==> config.mk <==
export PLATFORM = sky130hd
export DESIGN_NAME = axi_lite_regbank_flat
export DESIGN_NICKNAME = d
export VERILOG_FILES = /design/src/rtl/axi_lite_regbank_if.sv /design/src/rtl/axi_lite_regbank.sv /design/src/flat_wrapper.sv
export SDC_FILE = /design/constraint.sdc
export NUM_CORES = 1
export LEC_CHECK = 0
export CAP_MARGIN = 25
export CORE_MARGIN = 4
export CORE_UTILIZATION = 40
export CTS_CLUSTER_DIAMETER = 60
export DETAILED_ROUTE_END_ITERATION = 6
export HOLD_SLACK_MARGIN = 0.08
export PLACE_DENSITY = 0.63
export SLEW_MARGIN = 5
export SYNTH_ARGS = -nofsm -noshare
export SYNTH_HDL_FRONTEND = slang
export SYNTH_SLANG_ARGS = --single-unit
==> constraint.sdc <==
create_clock -name s_axi_aclk -period 8.02 [get_ports s_axi_aclk]
set_input_delay 1.604 -clock s_axi_aclk [delete_from_list [all_inputs] [get_ports s_axi_aclk]]
set_output_delay 1.604 -clock s_axi_aclk [all_outputs]
set_load 0.02 [all_outputs]
==> src/rtl/axi_lite_regbank_if.sv <==
// AXI4-Lite bus bundle between one bus master port and an axi_lite_regbank.
// The master modport drives requests; the slave modport drives ready/response.
interface axi_lite_regbank_if #(
    parameter int DATA_WIDTH = 32,
    parameter int ADDR_WIDTH = 8,
    parameter int RESP_WIDTH = 3
);
    logic [ADDR_WIDTH-1:0]   awaddr;
    logic                    awvalid;
    logic                    awready;
    logic [DATA_WIDTH-1:0]   wdata;
    logic [DATA_WIDTH/8:0]   wstrb;
    logic                    wvalid;
    logic                    wready;
    logic [RESP_WIDTH-1:0]   bresp;
    logic                    bvalid;
    logic                    bready;
    logic [ADDR_WIDTH-1:0]   araddr;
    logic                    arvalid;
    logic                    arready;
    logic [DATA_WIDTH-1:0]   rdata;
    logic [RESP_WIDTH-1:0]   rresp;
    logic                    rvalid;
    logic                    rready;

    modport master (
        output awaddr, awvalid, wdata, wstrb, wvalid, bready, araddr, arvalid, rready,
        input  awready, wready, bresp, bvalid, arready, rdata, rresp, rvalid
    );

    modport slave (
        input  awaddr, awvalid, wdata, wstrb, wvalid, bready, araddr, arvalid, rready,
        output awready, wready, bresp, bvalid, arready, rdata, rresp, rvalid
    );
endinterface

==> src/rtl/axi_lite_regbank.sv <==
// AXI4-Lite slave bank of NUM_REGS 32-bit registers in a BASE_ADDR window.
// Optional macro REGBANK_SLVERR_EN: out-of-window accesses answer SLVERR instead of OKAY.
module axi_lite_regbank #(
    parameter int DATA_WIDTH = 32,
    parameter int ADDR_WIDTH = 8,
    parameter int RESP_WIDTH = 3,
    parameter int NUM_REGS   = 4,
    parameter int BASE_ADDR  = 0
) (
    input  logic                s_axi_aclk,
    input  logic                s_axi_aresetn,
    axi_lite_regbank_if.slave   s_axi
);

    localparam int NBYTES = DATA_WIDTH / 8;
    localparam int IDX_W  = (NUM_REGS > 1) ? $clog2(NUM_REGS) : 1;
    localparam logic [ADDR_WIDTH-1:0] BASE = ADDR_WIDTH'(BASE_ADDR);
    localparam logic [ADDR_WIDTH:0]   SPAN = (ADDR_WIDTH+1)'(NUM_REGS * 4);
    localparam logic [RESP_WIDTH-1:0] RESP_OKAY = '0;
`ifdef REGBANK_SLVERR_EN
    localparam logic [RESP_WIDTH-1:0] MISS_RESP = RESP_WIDTH'(2);
`else
    localparam logic [RESP_WIDTH-1:0] MISS_RESP = RESP_OKAY;
`endif

    typedef enum logic [1:0] {W_IDLE, W_HAVE_ADDR, W_HAVE_DATA, W_RESP} w_state_t;
    typedef enum logic {R_IDLE, R_DATA} r_state_t;

    // Offsets below BASE wrap to large values and therefore miss.
    function automatic logic addr_hit(input logic [ADDR_WIDTH-1:0] addr);
        logic [ADDR_WIDTH-1:0] offset;
        offset = addr - BASE;
        return ({1'b0, offset} < SPAN);
    endfunction

    function automatic logic [IDX_W-1:0] addr_idx(input logic [ADDR_WIDTH-1:0] addr);
        logic [ADDR_WIDTH-1:0] offset;
        offset = addr - BASE;
        return offset[IDX_W+1:2];
    endfunction

    w_state_t                w_state, w_state_nx;
    r_state_t                r_state, r_state_nx;
    logic [DATA_WIDTH-1:0]   regs [NUM_REGS];
    logic [ADDR_WIDTH-1:0]   aw_addr_q;
    logic [DATA_WIDTH-1:0]   w_data_q;
    logic [NBYTES-1:0]       w_strb_q;
    logic [RESP_WIDTH-1:0]   bresp_q;
    logic [DATA_WIDTH-1:0]   rdata_q;
    logic [RESP_WIDTH-1:0]   rresp_q;
    logic                    aw_hs, w_hs, ar_hs;
    logic                    commit;
    logic [ADDR_WIDTH-1:0]   cm_addr;
    logic [DATA_WIDTH-1:0]   cm_data;
    logic [NBYTES-1:0]       cm_strb;
    logic                    cm_hit;
    logic [IDX_W-1:0]        cm_idx;
    logic                    rd_hit;
    logic [IDX_W-1:0]        rd_idx;
    logic                    unused_strb_msb;

    assign unused_strb_msb = s_axi.wstrb[NBYTES];

    assign s_axi.awready = (w_state == W_IDLE) || (w_state == W_HAVE_DATA);
    assign s_axi.wready  = (w_state == W_IDLE) || (w_state == W_HAVE_ADDR);
    assign s_axi.bvalid  = (w_state == W_RESP);
    assign s_axi.bresp   = bresp_q;
    assign s_axi.arready = (r_state == R_IDLE);
    assign s_axi.rvalid  = (r_state == R_DATA);
    assign s_axi.rdata   = rdata_q;
    assign s_axi.rresp   = rresp_q;

    assign aw_hs = s_axi.awvalid && s_axi.awready;
    assign w_hs  = s_axi.wvalid  && s_axi.wready;
    assign ar_hs = s_axi.arvalid && s_axi.arready;

    // Commit picks live bus fields or the half that arrived earlier.
    always_comb begin
        w_state_nx = w_state;
        commit     = 1'b0;
        cm_addr    = s_axi.awaddr;
        cm_data    = s_axi.wdata;
        cm_strb    = s_axi.wstrb[NBYTES-1:0];
        case (w_state)
            W_IDLE: begin
                if (aw_hs && w_hs) begin
                    commit     = 1'b1;
                    w_state_nx = W_RESP;
                end else if (aw_hs) begin
                    w_state_nx = W_HAVE_ADDR;
                end else if (w_hs) begin
                    w_state_nx = W_HAVE_DATA;
                end
            end
            W_HAVE_ADDR: begin
                if (w_hs) begin
                    commit     = 1'b1;
                    cm_addr    = aw_addr_q;
                    w_state_nx = W_RESP;
                end
            end
            W_HAVE_DATA: begin
                if (aw_hs) begin
                    commit     = 1'b1;
                    cm_data    = w_data_q;
                    cm_strb    = w_strb_q;
                    w_state_nx = W_RESP;
                end
            end
            W_RESP: begin
                if (s_axi.bready) w_state_nx = W_IDLE;
            end
            default: w_state_nx = W_IDLE;
        endcase
    end

    assign cm_hit = addr_hit(cm_addr);
    assign cm_idx = addr_idx(cm_addr);

    always_ff @(posedge s_axi_aclk or negedge s_axi_aresetn) begin
        if (!s_axi_aresetn) begin
            w_state <= W_IDLE;
            bresp_q <= '0;
        end else begin
            w_state <= w_state_nx;
            if (commit) bresp_q <= cm_hit ? RESP_OKAY : MISS_RESP;
        end
    end

    // Half-transaction holding registers; only consulted in the matching wait state.
    always_ff @(posedge s_axi_aclk) begin
        if (aw_hs) aw_addr_q <= s_axi.awaddr;
        if (w_hs) begin
            w_data_q <= s_axi.wdata;
            w_strb_q <= s_axi.wstrb[NBYTES-1:0];
        end
    end

    always_ff @(posedge s_axi_aclk or negedge s_axi_aresetn) begin
        if (!s_axi_aresetn) begin
            for (int i = 0; i < NUM_REGS; i++) regs[i] <= '0;
        end else if (commit && cm_hit) begin
            for (int i = 0; i < NUM_REGS; i++) begin
                for (int b = 0; b < NBYTES; b++) begin
                    if (cm_idx == IDX_W'(i) && cm_strb[b])
                        regs[i][8*b +: 8] <= cm_data[8*b +: 8];
                end
            end
        end
    end

    always_comb begin
        r_state_nx = r_state;
        case (r_state)
            R_IDLE:  if (ar_hs) r_state_nx = R_DATA;
            R_DATA:  if (s_axi.rready) r_state_nx = R_IDLE;
            default: r_state_nx = R_IDLE;
        endcase
    end

    assign rd_hit = addr_hit(s_axi.araddr);
    assign rd_idx = addr_idx(s_axi.araddr);

    // Sampling the array on the AR edge returns the pre-write value on a same-cycle write.
    always_ff @(posedge s_axi_aclk or negedge s_axi_aresetn) begin
        if (!s_axi_aresetn) begin
            r_state <= R_IDLE;
            rdata_q <= '0;
            rresp_q <= '0;
        end else begin
            r_state <= r_state_nx;
            if (ar_hs) begin
                rdata_q <= rd_hit ? regs[rd_idx] : '0;
                rresp_q <= rd_hit ? RESP_OKAY : MISS_RESP;
            end
        end
    end

endmodule
==> src/flat_wrapper.sv <==
// flat-port wrapper written by rule: the top's interface ports become plain ports
module axi_lite_regbank_flat 
#(
    parameter int DATA_WIDTH = 32,
    parameter int ADDR_WIDTH = 8,
    parameter int RESP_WIDTH = 3,
    parameter int NUM_REGS   = 4,
    parameter int BASE_ADDR  = 0
)
  (s_axi_aclk, s_axi_aresetn, s_axi_awaddr, s_axi_awvalid, s_axi_wdata, s_axi_wstrb, s_axi_wvalid, s_axi_bready, s_axi_araddr, s_axi_arvalid, s_axi_rready, s_axi_awready, s_axi_wready, s_axi_bresp, s_axi_bvalid, s_axi_arready, s_axi_rdata, s_axi_rresp, s_axi_rvalid);
  axi_lite_regbank_if #(.DATA_WIDTH(DATA_WIDTH), .ADDR_WIDTH(ADDR_WIDTH), .RESP_WIDTH(RESP_WIDTH)) s_axi_i ();
  input  logic s_axi_aclk;
  input  logic s_axi_aresetn;
  input wire logic [$bits(s_axi_i.awaddr)-1:0] s_axi_awaddr;
  input wire logic [$bits(s_axi_i.awvalid)-1:0] s_axi_awvalid;
  input wire logic [$bits(s_axi_i.wdata)-1:0] s_axi_wdata;
  input wire logic [$bits(s_axi_i.wstrb)-1:0] s_axi_wstrb;
  input wire logic [$bits(s_axi_i.wvalid)-1:0] s_axi_wvalid;
  input wire logic [$bits(s_axi_i.bready)-1:0] s_axi_bready;
  input wire logic [$bits(s_axi_i.araddr)-1:0] s_axi_araddr;
  input wire logic [$bits(s_axi_i.arvalid)-1:0] s_axi_arvalid;
  input wire logic [$bits(s_axi_i.rready)-1:0] s_axi_rready;
  output wire logic [$bits(s_axi_i.awready)-1:0] s_axi_awready;
  output wire logic [$bits(s_axi_i.wready)-1:0] s_axi_wready;
  output wire logic [$bits(s_axi_i.bresp)-1:0] s_axi_bresp;
  output wire logic [$bits(s_axi_i.bvalid)-1:0] s_axi_bvalid;
  output wire logic [$bits(s_axi_i.arready)-1:0] s_axi_arready;
  output wire logic [$bits(s_axi_i.rdata)-1:0] s_axi_rdata;
  output wire logic [$bits(s_axi_i.rresp)-1:0] s_axi_rresp;
  output wire logic [$bits(s_axi_i.rvalid)-1:0] s_axi_rvalid;
  assign s_axi_i.awaddr = s_axi_awaddr;
  assign s_axi_i.awvalid = s_axi_awvalid;
  assign s_axi_i.wdata = s_axi_wdata;
  assign s_axi_i.wstrb = s_axi_wstrb;
  assign s_axi_i.wvalid = s_axi_wvalid;
  assign s_axi_i.bready = s_axi_bready;
  assign s_axi_i.araddr = s_axi_araddr;
  assign s_axi_i.arvalid = s_axi_arvalid;
  assign s_axi_i.rready = s_axi_rready;
  assign s_axi_awready = s_axi_i.awready;
  assign s_axi_wready = s_axi_i.wready;
  assign s_axi_bresp = s_axi_i.bresp;
  assign s_axi_bvalid = s_axi_i.bvalid;
  assign s_axi_arready = s_axi_i.arready;
  assign s_axi_rdata = s_axi_i.rdata;
  assign s_axi_rresp = s_axi_i.rresp;
  assign s_axi_rvalid = s_axi_i.rvalid;
  axi_lite_regbank #(.DATA_WIDTH(DATA_WIDTH), .ADDR_WIDTH(ADDR_WIDTH), .RESP_WIDTH(RESP_WIDTH), .NUM_REGS(NUM_REGS), .BASE_ADDR(BASE_ADDR)) u_core (.s_axi_aclk(s_axi_aclk), .s_axi_aresetn(s_axi_aresetn), .s_axi(s_axi_i));
endmodule
Yosys cells after proc, flatten, opt, wreduce, memory -nomap -nowiden
Cells that the tools add are included.
- flip-flop bits (word level): 207
- input bits: 60
- output and inout bits: 43
- word-level logic and storage cells: 103
- magnitude comparators: 3
- eq/ne operators: 10
- muxes and demuxes: 24
- bitwise logic cells: 2
- reductions and logical operators: 42
- operators by type and width (cell ; count):
    two-way mux 32 bit ; 5
    binary-select mux 32 bit (select 2 bit) ; 1
    AND reduction 2 bit ; 16
    logical AND 1 bit ; 21
    less-than comparator 8 x 5 -> 1 bit, second input constant ; 2
    two-way mux 8 bit ; 2
    two-way mux 2 bit ; 6
    == test 2 bit, second input constant ; 4
    two-way mux 4 bit ; 2
    case mux 2 bit (4 select lines) ; 1
    two-way mux 1 bit ; 5
    == test 2 x 1 -> 1 bit, second input constant ; 2
    logical NOT 2 bit ; 2
    != test 2 x 1 -> 1 bit, second input constant ; 2
    != test 4 x 2 -> 1 bit, second input constant ; 1
    AND reduction 4 bit ; 1
    greater-or-equal comparator 3 bit, second input constant ; 1
    inverter 2 -> 3 bit ; 1
    case mux 1 bit (3 select lines) ; 1
    logical OR 1 bit ; 2
    != test 2 bit, second input constant ; 1
    case mux 1 bit (2 select lines) ; 1
    inverter 1 bit ; 1

Depth between registers and ports, before layout
Gate-level depths: netlist (run 1).
- word-level depth: 8
- gate-level depth with buffers: 8
- depth with buffers taken out: 6

Least setup slack after synthesis (run 1)
Ideal clock, no wire load.
- path type: input port to flip-flop
- start point: in s_axi_wvalid
- end point: reg u_core.regs[120] (netlist name)
- library setup time: 0.125 ns
- arrival: 3.579 ns
- data required time: 7.895 ns
- path slack: 4.316 ns
- stages: 7
- path buffers: 3
- cell sequence: clkbuf_2 -> nand2_4 -> or4_1 -> buf_6 -> buf_12 -> a2111oi_4 -> mux2_2
- longest elaborated chain between the ends: 6
- elaborated cells between the ends (all ways): 12
- those cells by class: order compare: 1; mux: 5; reduce/logical: 6
- RTL lines (element ; RTL line ; RTL):
    start: declaration ; flat_wrapper.sv:18 ; input wire logic [$bits(s_axi_i.wvalid)-1:0] s_axi_wvalid;
    logical AND 1 bit * ; axi_lite_regbank.sv:74 ; assign w_hs = s_axi.wvalid && s_axi.wready;
    two-way mux 8 bit or logical AND 1 bit (tied branches) ; axi_lite_regbank.sv:96, axi_lite_regbank.sv:86 ;
    two-way mux 8 bit or two-way mux 1 bit (tied branches) ; axi_lite_regbank.sv:84, axi_lite_regbank.sv:86 ;
    less-than comparator 8 x 5 -> 1 bit (tied with other cells) ; axi_lite_regbank.sv:33 ; return ({1'b0, offset} < SPAN);
    logical AND 1 bit, on equally long branches ; axi_lite_regbank.sv:142, axi_lite_regbank.sv:145 ;
    AND reduction 2 bit (no line) * ; - ;
    end signal: indexed assignment ; axi_lite_regbank.sv:146 ; regs[i][8*b +: 8] <= cm_data[8*b +: 8];
    end: declaration ; axi_lite_regbank.sv:44 ; logic [DATA_WIDTH-1:0] regs [NUM_REGS];
Mark *: on every way between the ends. The rest lies on a longest branch, timed or not.
A chain may end at the register's enable or synchronous reset.

Worst setup path after layout (run 1)
- start point: in s_axi_wvalid
- end point: reg u_core.regs[122] (netlist name)
The elaborated chain is that of the path after synthesis.

==> results of run 1 <==
cells by family after synthesis:
kind of cell	synth area share, %
fa+ha+maj	0.557
simple gates	1.71
flops	59.4
compound gates	7.70
other cells	0.0417
buf+inv	1.96
mux	28.6
path summary, 6_finish.rpt:
path	from	endpoint	slack [ns]
worst max-delay path	s_axi_wvalid	u_core.regs[122]	3.78
worst min-delay path	u_core.regs[33]	u_core.regs[33]	0.50
worst min register to register	u_core.regs[33]	u_core.regs[33]	0.50
worst max register to register	u_core.w_state[1]	u_core.regs[122]	4.75
min in group asynchronous	s_axi_aresetn	u_core.regs[9]	1.15
max in group asynchronous	s_axi_aresetn	u_core.regs[56]	5.78
power by group through the flow:
stage | Combinational, mW | Clock (mW) | Sequential [mW]
final | 0.590 | 0.980 | 1.32
after global routing | 0.640 | 1.05 | 1.34
after CTS | 0.588 | 1.01 | 1.33
after detailed placement | 0.587 | 0 | 1.35
after global placement | 0.557 | 0 | 1.33
after floorplan | 0.407 | 0 | 1.32
critical path, cell delays in order:
cell,delay [ns]
clkdlybuf4s50_1,0.69
nand2_4,0.13
or4_1,0.70
buf_16,0.26
a2111oi_4,0.80
mux2_2,0.41
metrics by stage:
step | util, % | setup slack [ns] | cells | cell area, um^2 | hold WS (ns)
after CTS | 49.7 | 3.78 | 923 | 10900 | 0.502
after detailed placement | 46.4 | 3.26 | 883 | 10200 | 0.490
after floorplan | - | 4.32 | 531 | 9010 | 0.475
final | 49.9 | 3.78 | 925 | 11000 | 0.501
after global placement | 46.3 | 3.14 | 882 | 10200 | 0.483
after global routing | 49.9 | 3.70 | 925 | 11000 | 0.513
per-layer routing:
layer / wire (um) / track usage, % / vias to the layer above
li1: - / - / 2242
met1: 8670 / 21.8 / 2674
met2: 9700 / 26.8 / 110
met3: 832 / 2.46 / 35
met4: 463 / 4.88 / 0
met5: 0 / 0 / -
cell usage in the layout (no fill, tap or decap), drive strengths merged, types with 2 or more instances in the layout:
cell           count
mux4              32
mux2i              5
mux2             160
clkdlybuf4s50     89
and3               3
edfxtp            42
and2               2
dfrtp            163
and4b              2
a211oi             8
ha                 4
buf               12
a21boi             2
or4                2
a22o              33
conb               6
nand2              3
o21ai              2
or2                2
inv                7
o22ai              2
a31oi              4
clkbuf            39
nor2               3
a2111oi            8
cell usage after synthesis, drive strengths merged, types with 2 or more instances:
| master | count |
|---|---|
| buf | 12 |
| clkbuf | 15 |
| a21boi | 2 |
| a22o | 33 |
| nor2 | 3 |
| and3 | 3 |
| inv | 7 |
| nand2 | 3 |
| edfxtp | 42 |
| and2 | 2 |
| a31oi | 4 |
| ha | 4 |
| dfrtp | 163 |
| o22ai | 2 |
| mux2 | 160 |
| a211oi | 8 |
| or2 | 2 |
| or4 | 2 |
| and4b | 2 |
| o21ai | 2 |
| mux2i | 5 |
| mux4 | 32 |
| a2111oi | 8 |
flip-flops by register name, indices dropped and copies added (netlist names):
| name | cells |
|---|---|
| u_core.aw_addr_q | 6 |
| u_core.regs | 128 |
| u_core.s_axi.rdata | 32 |
| u_core.s_axi.rvalid | 1 |
| u_core.w_data_q | 32 |
| u_core.w_state | 2 |
| u_core.w_strb_q | 4 |
final cells by class:
| type | instances | area (um^2) |
|---|---|---|
| timing repair buffer | 101 | 1030 |
| inverter | 7 | 26.3 |
| clock buffer | 39 | 706 |
| fill | 1771 | 11000 |
| multi-input combinational | 292 | 3490 |
| tap | 280 | 350 |
| sequential | 205 | 5340 |
| clock inverter | 1 | 5.00 |
==> impl_metrics.json, run 1 <==
{
  "status": "completed",
  "ios": 103,
  "antenna_left": 0,
  "numCtsBuffers": 22,
  "core_area_um2": 22000,
  "comb_power_share_pct": 20.4,
  "synth_edf_count": 42,
  "cts_resized": 0,
  "start_util_pct": 40.9,
  "grtUsageTotal_pct": 16.0,
  "ys_seq_area_share_pct": 59.4,
  "ys.flop_type": "dfrtp_1",
  "maxCapViolCount": 0,
  "die_area_um2": 24900,
  "swShare_pct": 26.6,
  "syn_area_um2": 8990,
  "cts_max_path_buffers": 3,
  "portBuffers": 91,
  "synth_top_area_share_pct": 45.4,
  "final_net_count": 693,
  "total_power_mw": 2.89,
  "finalMaxSlewViolations": 0,
  "die_y_um": 158,
  "tightest_slew_ns": 0.956,
  "final_hold_viol_count": 0,
  "grt_pass1_vias": 5638,
  "grt_max_degree": 85,
  "finClkSkew_ns": 0.00650,
  "drt_iter0_markers": 211,
  "clk_transition_reported_paths_ns": 0.06,
  "async_reset_ff_share_pct": 79.5,
  "yosysUniqueCellTypes": 40,
  "worstPathArrival_ns": 4.61,
  "timing.fmax_mhz": 236,
  "ys_seq_elements": 205,
  "synth_warnings": 0,
  "crit_required_ns": 8.40,
  "wl_per_cell_um": 21.3,
  "grt_setup_unrepaired": "false",
  "synthTopCellsByArea": "dfrtp_1 (45%), mux2_2 (20%), edfxtp_1 (14%)",
  "globalRouteOverflowTotal": 0,
  "setup_viol": 0,
  "p_int_mw": 2.13,
  "clock_latency_ns": 0.49,
  "critPathCaptureType": "flop",
  "drive_gt1_share_pct": 39.8,
  "cts_tree": "built",
  "area_delta_synth_final_pct": 21.9,
  "rows": 54,
  "hold_class": "flop to flop",
  "antenna_found_initial": 0,
  "num_vias": 5061,
  "hold_depth": 1,
  "antennaDiodeCount": 0,
  "leakage_nw": 4.74,
  "die_width_um": 158,
  "root_buffer": "clkbuf_16",
  "post-synth-top-area-cell": "dfrtp_1",
  "relSlewSlack_pct": 35.9,
  "routed_wl_um": 19700,
  "critPathMaxFanout": 12,
  "switchingPower_mw": 0.769,
  "r2r.worst_path.cells": 7,
  "final.setup.tns_ns": 0,
  "path_class": "input port to flop",
  "p_per_area_nw_per_um2": 264,
  "worst_ir_drop_vdd_uv": 129,
  "synth_cells": 526,
  "power.share.clock_pct": 33.8,
  "finalCritPeriodShare_pct": 52.8,
  "min_period_ns": 4.24,
  "cp-start-kind": "input port",
  "cts.sinks": 205,
  "post_cts_buffers": 0,
  "cts-hold-fix-buffers": 0,
  "avgSynthCellArea_um2": 17.1,
  "dp_hpwl_um": 12300,
  "via_per_inst": 5.47,
  "drt-pass1-iter-count": 6,
  "cts-htree-levels": 1,
  "drc_errors": 0,
  "place_congestion": 0.741,
  "grt_pass1_wl_um": 31400,
  "seqPwrFrac_pct": 45.8
}
(Power assumes the default switching activity.)
==> run 2: changes to the inputs <==
clock period = 4.4 ns   (was 8.02 ns; I/O delays follow)
==> run 2 against run 1 <==
Non-clock buffer count rose by 10. Design area increased by 0.26%. Clock power grew 79%. Critical path type unchanged. Critical path depth is the same. Sequential share of layout area shrank 0.13 points. Register-to-register slack worse by 3.5 ns. Critical endpoint is now u_core.regs[89]. Flip-flop and latch count stayed put. Wire length up 2.3%. Combinational power up 83%. Clock-buffer cell count is 9 lower. Largest cell class unchanged.
==> impl_metrics.json, run 2 (synthesis results as in run 1) <==
{
  "status": "completed",
  "final_cells": 936,
  "r2r.worst_path.cells": 7,
  "drt-pass1-iter-count": 4,
  "fin_util_pct": 50.0,
  "ios": 103,
  "routed_wl_um": 20100,
  "path_class": "input port to flop",
  "drc_errors": 0,
  "grtUsageTotal_pct": 16.3,
  "layout_common_cells": "dfrtp_1 (163), mux2_2 (160), clkdlybuf4s50_1 (89)",
  "setup_viol": 0,
  "leakage_nw": 4.78,
  "tightest_slew_ns": 0.955,
  "cts-htree-levels": 1,
  "critPathMaxFanout": 16,
  "multiInputGateArea_um2": 3490,
  "timing.fmax_mhz": 297,
  "cts_max_path_buffers": 3,
  "regMostFlops": "u_core.regs",
  "seqCellArea_um2": 5340,
  "globalRouteOverflowTotal": 0,
  "final_common_cell": "dfrtp_1",
  "die_area_um2": 24900,
  "finalMaxSlewViolations": 0,
  "antenna_found_initial": 0,
  "grt_max_degree": 106,
  "clock_latency_ns": 0.50,
  "via_per_inst": 5.46,
  "total_power_mw": 5.24,
  "r2r_slack_ns": 1.26,
  "dp_cells": 894,
  "core_area_um2": 22000,
  "final.setup.tns_ns": 0,
  "grt_setup_unrepaired": "false",
  "finalCritPeriodShare_pct": 76.5,
  "hold_class": "input port to asynchronous set/reset pin",
  "die_width_um": 158,
  "worstPathArrival_ns": 3.73,
  "timing.critical_path.to": "u_core.regs[89]",
  "crit_start": "s_axi_wvalid",
  "timing.rr.end": "u_core.regs[89]",
  "grt_pass1_wl_um": 31800,
  "antennaDiodeCount": 0,
  "cts_tree": "built",
  "dp_hpwl_um": 13000,
  "die_y_um": 158,
  "rows": 54,
  "portBuffers": 91,
  "final_net_count": 704,
  "critPathCaptureType": "flop",
  "min_period_ns": 3.37,
  "p_per_area_nw_per_um2": 477,
  "antenna_left": 0,
  "maxCapViolCount": 0,
  "numCtsBuffers": 23,
  "place_congestion": 0.757,
  "largest_reg_flops": 128,
  "num_vias": 5112,
  "cts.sinks": 205,
  "cts_resized": 0,
  "r2r_start": "u_core.w_state[1]",
  "wl_per_cell_um": 21.5,
  "fill_cells": 1784,
  "area_delta_synth_final_pct": 22.2,
  "clk_transition_reported_paths_ns": 0.06,
  "drive_gt1_share_pct": 41.5,
  "drt_iter0_markers": 287,
  "relSlewSlack_pct": 36.0,
  "start_util_pct": 40.9,
  "cts-hold-fix-buffers": 0,
  "crit_required_ns": 4.77,
  "final_hold_viol_count": 0,
  "grt_pass1_vias": 5655,
  "cp-start-kind": "input port",
  "worst_ir_drop_vdd_uv": 201,
  "finClkSkew_ns": 0.0151,
  "root_buffer": "clkbuf_16",
  "post_cts_buffers": 0
}
-- run 2: cell types whose count changed in the layout (fill, tap and decap cells not counted), moves of 2 or more --
cell | before | now
buf_4 | 7 | 18
clkinv_2 | 1 | 8
clkbuf_1 | 9 | 4
clkbuf_8 | 7 | 3
buf_16 | 2 | 0
-- run 2: area by class of cell --
cell class	instances	share of cell area (%)
multi-input cells	292	31.8
inverters	7	0.239
clock buffers	30	5.75
well taps	280	3.19
flip-flops and latches	205	48.6
clock inverters	11	0.547
repair buffers	111	9.85
-- run 2: where the power goes --
| part | switching, mW | internal [mW] | leakage, nW |
|---|---|---|---|
| clock network | 0.735 | 1.01 | 0.347 |
| logic | 0.561 | 0.518 | 1.79 |
| registers | 0.138 | 2.28 | 2.64 |
-- run 2: critical path, cell delays in order --
cell and delay [ns]:
clkdlybuf4s50_1 0.67, nand2_4 0.12, or4_1 0.52, buf_4 0.27, a2111oi_4 0.84, mux2_2 0.42
-- run 2: worst min-delay path by stage --
stage	endpoint	startpoint	slack, ns	depth (start not counted)
floorplan	u_core.regs[32]	u_core.regs[32]	0.48	1
global placement	u_core.regs[51]	u_core.regs[51]	0.48	1
detailed placement	u_core.regs[12]	u_core.regs[12]	0.49	1
CTS	u_core.regs[105]	s_axi_aresetn	0.36	1
global route	u_core.regs[41]	s_axi_aresetn	0.38	1
finish	u_core.regs[73]	s_axi_aresetn	0.35	1
-- run 2: through the flow --
step / setup slack (ns) / hold slack [ns] / area, um^2
floorplan: 1.42 / 0.475 / 9010
detailed placement: 0.544 / 0.491 / 10300
global route: 0.953 / 0.385 / 11000
finish: 1.03 / 0.353 / 11000
CTS: 1.07 / 0.361 / 11000
global placement: 0.580 / 0.484 / 10300
-- run 2: layer usage --
metal / global-route usage (%) / part of all wire (%) / vias up
met2: 27.6 / 50 / 118
li1: - / - / 2262
met4: 3.89 / 1.7 / 0
met5: 0 / 0 / -
met1: 22.1 / 44 / 2701
met3: 2.84 / 4.9 / 31
==> run 3: changes to the inputs <==
PLACE_DENSITY = 0.65   (was 0.63)
clock period = 3 ns   (was 4.4 ns; I/O delays follow)
==> run 3 against run 2 <==
Clock power up 63%. Register-to-register slack worse by 1.1 ns. Design area up 2.5%. Critical path depth up 1. Hold slack worse by 0.28 ns. Wire length down 0.71%. Cell count up 1.6%. Power up 53%. Largest power group unchanged.
==> impl_metrics.json, run 3 (synthesis results as in run 1) <==
{
  "final.setup.tns_ns": 0,
  "drt_iter0_markers": 212,
  "final_hold_viol_count": 0,
  "r2r_slack_ns": 0.16,
  "worst_ir_drop_vdd_uv": 301,
  "relSlewSlack_pct": 37.9,
  "root_buffer": "clkbuf_16",
  "p_per_area_nw_per_um2": 710,
  "post_cts_buffers": 0,
  "setup_viol": 0,
  "dp_cells": 912,
  "grt_setup_unrepaired": "false",
  "leakage_nw": 4.93,
  "cts.sinks": 205,
  "worstPathArrival_ns": 3.22,
  "critPathMaxFanout": 16,
  "crit_start": "u_core.w_state[0]",
  "cp-start-kind": "flop",
  "maxCapViolCount": 0,
  "final_net_count": 720,
  "largest_reg_flops": 128,
  "antennaDiodeCount": 0,
  "num_vias": 5131,
  "tightest_slew_ns": 0.927,
  "grt_max_degree": 62,
  "place_congestion": 0.755,
  "drc_errors": 0,
  "finalCritPeriodShare_pct": 94.7,
  "status": "completed",
  "pre_cts_ws_ns": -0.0335,
  "cts_tree": "built",
  "die_y_um": 158,
  "timing.rr.end": "u_core.regs[8]",
  "placed_area_um2": 10500,
  "numCtsBuffers": 22,
  "grt_pass1_vias": 5787,
  "switchingPower_mw": 2.09,
  "antenna_left": 0,
  "cts-hold-fix-buffers": 0,
  "p_int_mw": 5.91,
  "clock_latency_ns": 0.49,
  "finClkSkew_ns": 0.00824,
  "wl_per_cell_um": 21.0,
  "hold_class": "input port to asynchronous set/reset pin",
  "area_delta_synth_final_pct": 25.3,
  "fin_area_um2": 11300,
  "rows": 54,
  "core_area_um2": 22000,
  "die_area_um2": 24900,
  "finalMaxSlewViolations": 0,
  "r2r.worst_path.cells": 7,
  "power.share.clock_pct": 35.7,
  "antenna_found_initial": 0,
  "path_class": "flop to flop",
  "crit_required_ns": 3.38,
  "timing.critical_path.to": "u_core.regs[8]",
  "holdWs_ns": 0.0687,
  "final_common_cell": "dfrtp_1",
  "final_cells": 951,
  "via_per_inst": 5.40,
  "comb_power_share_pct": 20.0,
  "layout_common_cells": "dfrtp_1 (163), mux2_2 (160), clkdlybuf4s50_1 (89)",
  "cts-htree-levels": 1,
  "r2r_start": "u_core.w_state[0]",
  "routed_wl_um": 20000,
  "regMostFlops": "u_core.regs",
  "clk_transition_reported_paths_ns": 0.06,
  "globalRouteOverflowTotal": 0,
  "drt-pass1-iter-count": 4,
  "cts_resized": 0,
  "portBuffers": 91,
  "seqPwrFrac_pct": 44.3,
  "dp_hpwl_um": 13200,
  "grt_pass1_wl_um": 32100,
  "ios": 103,
  "critPathCaptureType": "flop",
  "swShare_pct": 26.1,
  "start_util_pct": 40.9,
  "grtUsageTotal_pct": 16.5,
  "die_width_um": 158,
  "min_period_ns": 2.84,
  "drive_gt1_share_pct": 42.9,
  "cts_max_path_buffers": 3,
  "worst_slack_ns": 0.159,
  "timing.fmax_mhz": 352
}
[run 3: changes by cell type in the layout (fill, tap and decap cells not counted)]
cell and delta:
clkinv_4 -1, bufinv_16 +4, clkinv_2 -2, clkinv_1 -1, buf_4 +11, clkbuf_8 -1
clkinvlp_4 -1, buf_12 +6
[run 3: layer usage]
metal  global-route usage [%]  vias to the layer above  wire length [um]  share of wire, %
met5                        0                        -                 0                 0
met3                     4.18                       26              1300               6.5
li1                         -                     2292                 -                 -
met1                     21.0                     2695              8390                42
met2                     28.6                      118              9990                50
met4                     3.65                        0               306               1.5
[run 3: worst min-delay path by stage]
| stage | start | endpoint | slack, ns | depth (start not counted) |
|---|---|---|---|---|
| floorplan | s_axi_aresetn | u_core.regs[0] | 0.30 | 0 |
| global placement | u_core.regs[33] | u_core.regs[33] | 0.48 | 1 |
| detailed placement | u_core.regs[38] | u_core.regs[38] | 0.49 | 1 |
| CTS | s_axi_aresetn | u_core.regs[43] | 0.08 | 1 |
| global route | s_axi_aresetn | u_core.regs[78] | 0.10 | 1 |
| finish | s_axi_aresetn | u_core.regs[43] | 0.07 | 1 |
[run 3: power groups by stage]
stage                     Clock [mW]  Sequential, mW  Combinational [mW]
after floorplan                    0            3.53                1.09
after global placement             0            3.55                1.54
after detailed placement           0            3.59                1.62
after CTS                       2.94            3.54                1.63
after global routing            3.05            3.59                1.74
final                           2.85            3.54                1.60
[run 3: final cells by class]
| cell class | count | area [um^2] |
|---|---|---|
| fill | 1771 | 10700 |
| sequential | 205 | 5340 |
| multi-input combinational | 292 | 3490 |
| timing repair buffer | 128 | 1280 |
| clock buffer | 29 | 618 |
| tap | 280 | 350 |
| clock inverter | 10 | 150 |
| inverter | 7 | 26.3 |
[run 3: metrics by stage]
| step | utilization, % | power [mW] |
|---|---|---|
| after detailed placement | 47.8 | 5.21 |
| final | 51.3 | 8.00 |
| after global routing | 51.3 | 8.38 |
| after CTS | 51.3 | 8.11 |
| after floorplan | - | 4.62 |
| after global placement | 47.8 | 5.09 |
[run 3: critical path: stages, from the launching register on]
cell	delay, ns
dfrtp_1	0.41
ha_1	0.26
or3_1	0.37
or4_1	0.51
buf_12	0.22
a2111oi_4	0.43
buf_12	0.19
mux2_2	0.34
